==> config.mk <==
export PLATFORM = sky130hd
export DESIGN_NAME = branch_predictor
export DESIGN_NICKNAME = d
export VERILOG_FILES = /design/src/rtl/bp_pkg.sv /design/src/rtl/branch_predictor_sat_counter2.sv /design/src/rtl/branch_predictor.sv
export SDC_FILE = /design/constraint.sdc
export NUM_CORES = 1
export LEC_CHECK = 0
export BUFFER_PORTS_ARGS = -buffer_cell sky130_fd_sc_hd__buf_2
export CAP_MARGIN = 20
export CELL_PAD_IN_SITES_DETAIL_PLACEMENT = 0
export CELL_PAD_IN_SITES_GLOBAL_PLACEMENT = 2
export CORE_MARGIN = 1
export CORE_UTILIZATION = 41
export CTS_CLUSTER_SIZE = 8
export DETAILED_ROUTE_END_ITERATION = 16
export PLACE_DENSITY_LB_ADDON = 0.1
export SKIP_LAST_GASP = 1
export SYNTH_ARGS = -nofsm -noshare
export SYNTH_HDL_FRONTEND = slang
export SYNTH_SLANG_ARGS = --single-unit
==> constraint.sdc <==
create_clock -name clk -period 3.23 [get_ports clk]
set_input_delay 0.1615 -clock clk [delete_from_list [all_inputs] [get_ports clk]]
set_output_delay 0.1615 -clock clk [all_outputs]
set_load 0.005 [all_outputs]
==> src/rtl/bp_pkg.sv <==
// ==== bp_pkg : shared types for the branch predictor ====
// Rev 1.0 - counter-state encodings and the tracking-slot layout
`default_nettype none

package bp_pkg;

  localparam logic [1:0] SNT = 2'b00;
  localparam logic [1:0] WNT = 2'b01;
  localparam logic [1:0] WT  = 2'b10;
  localparam logic [1:0] ST  = 2'b11;

  // Slot index field is sized for the widest possible PC-derived index
  localparam int BP_IDX_MAX_W = 30;

  typedef logic [1:0] bp_state_t;

  typedef struct packed {
    logic                    valid;
    logic                    pred;
    logic [BP_IDX_MAX_W-1:0] idx;
  } bp_slot_t;

endpackage

`default_nettype wire

==> src/rtl/branch_predictor_sat_counter2.sv <==
// ==== sat_counter2 : 2-bit saturating counter next-state ====
// Rev 1.0 - increments on taken, decrements on not-taken, clamps at ST/SNT
`default_nettype none

module sat_counter2
  import bp_pkg::*;
(
  input  bp_state_t state_i,
  input  logic      taken_i,
  output bp_state_t next_o
);

  always_comb begin
    next_o = state_i;
    if (taken_i) begin
      if (state_i != ST) next_o = state_i + 2'd1;
    end else begin
      if (state_i != SNT) next_o = state_i - 2'd1;
    end
  end

endmodule

`default_nettype wire

==> src/rtl/branch_predictor.sv <==
// ==== branch_predictor : 2-bit BHT predictor with IF->ID->EXE tracking ====
// Rev 1.0 - optional BP_PERF_EN adds branch_count / mispredict_count outputs
`default_nettype none

module branch_predictor
  import bp_pkg::*;
#(
  parameter int        BHT_ENTRIES = 64,
  parameter int        IDX_W       = $clog2(BHT_ENTRIES),
  parameter bp_state_t INIT_STATE  = WNT
) (
  input  logic        clk,
  input  logic        rst_n,
  input  logic [31:0] IF_PC,
  input  logic        IF_is_branch,
  input  logic        stall,
  input  logic        flush,
  input  logic        EXE_resolve,
  input  logic        EXE_taken,
  output logic        prediction,
  output logic        misprediction
`ifdef BP_PERF_EN
  ,
  output logic [31:0] branch_count,
  output logic [31:0] mispredict_count
`endif
);

  bp_state_t        bht_q [BHT_ENTRIES];
  bp_slot_t         if_q, id_q, exe_q;
  bp_slot_t         if_d, id_d, exe_d;
  logic [IDX_W-1:0] if_idx;
  logic [IDX_W-1:0] exe_idx;
  bp_state_t        exe_cnt_next;
  logic             train;
  logic             kill;
  logic             unused_bits;

  assign if_idx        = IF_PC[IDX_W+1:2];
  assign exe_idx       = exe_q.idx[IDX_W-1:0];
  assign prediction    = bht_q[if_idx][1];
  assign train         = exe_q.valid & EXE_resolve & ~stall;
  assign misprediction = train & (EXE_taken != exe_q.pred);
  assign kill          = misprediction | flush;
  assign unused_bits   = ^{IF_PC[1:0], IF_PC[31:IDX_W+2], exe_q.idx};

  sat_counter2 u_sat (
    .state_i (bht_q[exe_idx]),
    .taken_i (EXE_taken),
    .next_o  (exe_cnt_next)
  );

  // A flush under stall still kills the younger slots; EXE only moves when not stalled
  always_comb begin
    if_d  = if_q;
    id_d  = id_q;
    exe_d = exe_q;
    if (!stall) begin
      exe_d = id_q;
      id_d  = if_q;
      if_d  = '{valid: IF_is_branch, pred: prediction, idx: BP_IDX_MAX_W'(if_idx)};
    end
    if (kill) begin
      if_d.valid = 1'b0;
      id_d.valid = 1'b0;
      if (!stall) exe_d.valid = 1'b0;
    end
  end

  always_ff @(posedge clk or negedge rst_n) begin
    if (!rst_n) begin
      if_q  <= '0;
      id_q  <= '0;
      exe_q <= '0;
    end else begin
      if_q  <= if_d;
      id_q  <= id_d;
      exe_q <= exe_d;
    end
  end

  always_ff @(posedge clk or negedge rst_n) begin
    if (!rst_n) begin
      for (int i = 0; i < BHT_ENTRIES; i++) bht_q[i] <= INIT_STATE;
    end else if (train) begin
      bht_q[exe_idx] <= exe_cnt_next;
    end
  end

`ifdef BP_PERF_EN
  logic [31:0] branch_cnt_q, mispredict_cnt_q;

  always_ff @(posedge clk or negedge rst_n) begin
    if (!rst_n) begin
      branch_cnt_q     <= '0;
      mispredict_cnt_q <= '0;
    end else begin
      if (train)         branch_cnt_q     <= branch_cnt_q + 32'd1;
      if (misprediction) mispredict_cnt_q <= mispredict_cnt_q + 32'd1;
    end
  end

  assign branch_count     = branch_cnt_q;
  assign mispredict_count = mispredict_cnt_q;
`endif

endmodule

`default_nettype wire

# Word-level counts from Yosys, hierarchy flattened
# Index checks and enable logic that the tools add are counted.
# totals
register_bits	152
inputBits	39
out_inout_bits	2
word_cells	109
# classes
add_sub_neg	2
n_lt_le_gt_ge	3
eq_ne	3
muxes	19
bitwise_logic	7
n_reduce_logical	2
# ops
cell	n
$bwmux 128	1
$mux 32	3
$bmux 2 s6	2
$mux 2	8
$ge 7x7->1 const B	2
$not 6->7	2
$demux 2 s6	1
$lt 7x1->1 const B	1
$mux 1	4
$and 1x1->1	3
$add 2x1->2 const B	1
$ne 2x1->1 const B	1
$ne 2x2->1 const B	1
$reduce_bool 2->1	1
$sub 2x1->2 const B	1
$logic_and 1x1->1	1
$ne 1x1->1	1
$not 1->1	1
$or 1x1->1	1

# Depth between registers and ports, before layout
# logic_depth
word_depth	8
ltp_mapped	11
mapped_depth_nobuf	7

# By module
# Synthesis repeated with hierarchy kept, for this count alone.
# hier_totals
hier_cells	626
hier_area_um2	7930.1
# modules_own_cells
module	n_inst	cells_per_inst	area_each_um2	seq_area_each_um2
branch_predictor	1	623	7903.8	3883.7
sat_counter2	1	3	26.3	0.0

# Worst setup path after synthesis
# Ideal clock, no wire load.
# synth_path
kind	input -> register
startpoint	in IF_PC[3]
endpoint	reg if_q[30] (netlist bit)
setup_time_ns	0.125
t_arrival_ns	2.322
required_time_ns	3.105
slack_ns	0.783
stages	6
n_path_buf	2
path_cell_list	clkbuf_1 > buf_1 > mux4_2 > mux4_2 > mux4_2 > mux2_2
# synth_via
elab_chain_len	4
# synth_lines
item	line_no	text
from (decl)	branch_predictor.sv:14	input logic [31:0] IF_PC,
$not 6->7 (implied by the code)	branch_predictor.sv:41	assign prediction = bht_q[if_idx][1];
$bmux 2 s6	branch_predictor.sv:41	
$mux 2 (implied by the code) (2 in series)	branch_predictor.sv:41	
net prediction	branch_predictor.sv:20	output logic prediction,
to (signal assigned)	branch_predictor.sv:76	if_q <= if_d;
to (decl)	branch_predictor.sv:30	bp_slot_t if_q, id_q, exe_q;
# The timed path passes the listed nets, and every way through them passes these cells. The select of a mux whose other input is x is not followed.
# A chain may end at the register's enable or synchronous reset.

# Final worst setup path
# layout_path
startpoint	reg exe_q, in the netlist exe_idx[0]
endpoint	reg bht_q[68] (netlist bit)
# layout_via
elab_chain_len	8
elab_cells_between_ends	17
classes_between	add/sub: 2; order compare: 2; eq/ne: 1; mux: 9; bitwise: 1; reduce/logical: 2
# layout_lines
item	line_no	text
from (decl)	branch_predictor.sv:30	
from (signal assigned)	branch_predictor.sv:74	exe_q <= '0;
from (signal assigned)	branch_predictor.sv:78	exe_q <= exe_d;
$not 6->7 (implied by the code) *	branch_predictor.sv:48, branch_predictor.sv:86	
$bmux 2 s6	branch_predictor.sv:48	.state_i (bht_q[exe_idx]),
$mux 2 (implied by the code) (2 in series)	branch_predictor.sv:48	
$sub 2x1->2 (tied with other cells)	branch_predictor_sat_counter2.sv:18	if (state_i != SNT) next_o = state_i - 2'd1;
$mux 2, on equally long branches	branch_predictor_sat_counter2.sv:18, branch_predictor_sat_counter2.sv:16	
$mux 2	branch_predictor_sat_counter2.sv:15	if (taken_i) begin
$bwmux 128 *	branch_predictor.sv:86	bht_q[exe_idx] <= exe_cnt_next;
to (signal, indexed assignment)	branch_predictor.sv:86	
to (decl)	branch_predictor.sv:29	bp_state_t bht_q [BHT_ENTRIES];
# Every way passes the cells marked *; elsewhere a longest branch is shown, timed or not. The select of a mux whose other input is x is not followed.

==> flow_metrics.env <==
export IMPL_pwr_share_clk=0.438
export IMPL_grt_ovfl_total=0
export IMPL_synth_seq_area_share=0.513
export IMPL_cp_slowest_cell="mux4_2"
export IMPL_synth_ff_latch_count=152
export IMPL_routed_top_layer="met4"
export IMPL_slew_headroom=0.495
export IMPL_cp_required_ns=3.57
export IMPL_async_reset_ff_frac=1.00
export IMPL_slew_viol_final=0
export IMPL_vias=5573
export IMPL_swShare=0.275
export IMPL_finalNetCount=788
export IMPL_combPwrFrac=0.159
export IMPL_routed_wl_um=21100
export IMPL_initial_core_util=0.420
export IMPL_wl_met2_um=9940
export IMPL_synth_flop_cell="dfrtp_1"
export IMPL_critPathMaxFanout=29
export IMPL_grt_pass1_vias=5543
export IMPL_via_per_inst=5.62
export IMPL_clkLatencyLatePin_ns=0.42
export IMPL_dp_hpwl_um=14500
export IMPL_n_antenna_cell=0
export IMPL_power_frac_seq=0.402
export IMPL_core_um2=18000
export IMPL_worst_setup_path_start_kind="flip-flop"
export IMPL_p_leak_nw=3.42
export IMPL_min_period_over_period=0.918
export IMPL_cp_arrival_ns=3.30
export IMPL_port_buffers=14
export IMPL_tns_ns=0
export IMPL_synth_area_leaders="dfrtp_1 29%, dfstp_2 22%, mux4_2 11%"
export IMPL_critical_path_class="flip-flop to flip-flop"
export IMPL_drcViolationCount=0
export IMPL_cts_sinks=152
export IMPL_antenna_found_initial=0
export IMPL_worst_slack_ns=0.265
export IMPL_syn2layout_area_growth_pct=14.9
export IMPL_yosysTopAreaCell="dfrtp_1"
export IMPL_max_freq_mhz=337
export IMPL_netlist_instances=718
export IMPL_gp_congestion=0.806
export IMPL_grt_max_degree=80
export IMPL_post_drt_wl_per_cell_um=21.3
export IMPL_chipWidth_um=138
export IMPL_pre_cts_ws_ns=0.0937
export IMPL_synth_most_common_cell="nand2_1"
export IMPL_rows=49
export IMPL_avgSynthCellArea_um2=10.6
export IMPL_dieArea_um2=19000
export IMPL_ir_drop_v=0.000380
export IMPL_boundaryPins=41
export IMPL_synth_distinct_cells=46
export IMPL_status="finished clean"
export IMPL_fin_crit_ns=2.96
export IMPL_netlist_top_cells_count="192 x nand2_1, 88 x dfrtp_1, 64 x dfstp_2, 61 x o21ai_0, 61 x o21ai_1"
export IMPL_grt_pass1_wl_um=32800
export IMPL_drive_above_1_share=0.298
export IMPL_cellPowerDensity_nw_per_um2=580
export IMPL_setup_violations=0
export IMPL_synthDominantCellAreaShare=0.291
export IMPL_cts_made_buffers=17
export IMPL_yosys_warnings=0
export IMPL_p_switching_w=0.00139
export IMPL_hold_path_class="input pin to flip-flop"
export IMPL_htreeDepth=4
export IMPL_path_cells="buf_4 > mux4_2 > mux2_2 > a221oi_1 > and4_1 > maj3_4 > buf_12 > o21ai_1"
export IMPL_clockRootBuffer="clkbuf_16"
export IMPL_clk_path_buf_depth=2
export IMPL_p_int_w=0.00366
export IMPL_final_antenna_net_count=0
export IMPL_fin_skew_ns=0.00881
export IMPL_end_kind="flip-flop"
export IMPL_rsz0062_at_grt="no"
export IMPL_cts_tree="done"
export IMPL_dr_wl_met3_um=775
export IMPL_hold_viol=0
export IMPL_synth_edff_count=0
export IMPL_drt_pre_antenna_iters=5
export IMPL_syn_nets=757
export IMPL_tightest_slew_ns=0.751
export IMPL_dr_first_iter_drc_count=450
export IMPL_synth_area_um2=7580
export IMPL_grt_usage=0.240
export IMPL_met1_length_um=10100
export IMPL_path_clk_slew_ns=0.06
export IMPL_slowest_delay_ns=0.50
export IMPL_die_y_um=138
export IMPL_max_cap_violations=0
## path summary, 6_finish.rpt
| kind | startpoint | cells past startpoint | end | slack, ns |
|---|---|---|---|---|
| worst max-delay path | exe_idx[0] | 8 | bht_q[68] | 0.27 |
| worst min-delay path | IF_PC[6] | 2 | if_q[4] | 0.02 |
| worst max register to register | exe_idx[0] | 8 | bht_q[68] | 0.27 |
| worst min register to register | bht_q[60] | 2 | bht_q[60] | 0.46 |
| max in group asynchronous | rst_n | 3 | bht_q[98] | 2.01 |
| min in group asynchronous | rst_n | 2 | bht_q[113] | 0.34 |
## through the flow
step	utilization	instances	power, W	area, µm²	hold slack [ns]
after global routing	0.483	991	0.00524	8700	0.0191
after floorplan	-	718	0.00256	7580	-0.134
after CTS	0.481	988	0.00508	8680	0.00798
after global placement	0.443	953	0.00284	7990	0.228
after detailed placement	0.443	953	0.00285	7990	0.244
final	0.483	991	0.00505	8700	0.0233
## critical path: cells and delay by family, from the launching register on
kind	cells	cell delay (ns)
muxes	2	0.80
AOI/OAI and AO/OA	2	0.47
adders and majority gates	1	0.45
DFF	1	0.43
buffers and inverters	2	0.41
and+or+nand+nor	1	0.30
## layer usage
layer  global-route usage  vias to the layer above
li1                     -                     2642
met5                    0                        -
met4               0.0622                        0
met3               0.0534                       20
met1                0.337                     2801
met2                0.375                      110
## power by group through the flow
stage / sequential [W] / combinational, W / clock [W]
6_report: 0.00203 / 0.000804 / 0.00221
5_1_grt: 0.00204 / 0.000863 / 0.00234
4_1_cts: 0.00203 / 0.000789 / 0.00226
3_5_place_dp: 0.00206 / 0.000784 / 0
3_3_place_gp: 0.00206 / 0.000778 / 0
2_1_floorplan: 0.00201 / 0.000546 / 0
## cells by family after synthesis
logic type / after synthesis / share of synthesized area
buf+inv: 51 / 0.0396
simple gates: 249 / 0.134
flops: 152 / 0.513
fa+ha+maj: 2 / 0.00330
xor+xnor: 1 / 0.00116
mux: 79 / 0.171
compound gates: 184 / 0.139
## registers in the layout, indices dropped and copies added (netlist names), named ones only
register  cells
bht_q       128
exe_idx       6
exe_q         1
id_q          8
if_q          8
## repair_timing
action | in CTS | in global routing
setup endpoints to repair | 0 | 42
endpoints found under the hold margin | 41 | 0
resized for setup | 0 | 2
setup buffers | 0 | 3
hold buffers | 3 | 0
## cells in the final DEF (no fill, tap or decap), types with 2 or more instances in the layout
master	synthesis	final
a221oi_1	7	7
clkbuf_8	0	2
clkbuf_16	0	17
clkinvlp_4	0	2
a31oi_1	7	7
and3_1	3	3
o21ai_0	61	61
a21oi_1	15	15
mux4_2	37	37
nand2_1	192	192
o21ai_1	61	61
nand3b_1	3	3
nand3_1	4	4
a221o_1	2	2
buf_4	3	36
a32oi_1	2	2
dfrtp_1	88	87
inv_1	6	6
dfstp_2	64	64
clkinv_2	0	3
o22ai_1	4	4
o2bb2ai_1	2	2
buf_12	0	4
dlygate4sd3_1	0	3
bufinv_16	0	5
a22oi_1	12	12
nor2_1	29	28
o31ai_1	5	5
nor2b_1	4	3
o221ai_1	3	3
mux2i_1	8	8
nor3_1	5	5
mux2_2	33	33
buf_2	12	13
## final cells by class
| type | count | area, µm² |
|---|---|---|
| clock buffers | 20 | 457 |
| repair buffers | 57 | 457 |
| clock inverters | 12 | 198 |
| multi-input cells | 515 | 3400 |
| well taps | 229 | 287 |
| flip-flops and latches | 152 | 3880 |
| fillers | 1663 | 9320 |
| inverters | 6 | 22.5 |
(Power assumes the default switching activity.)
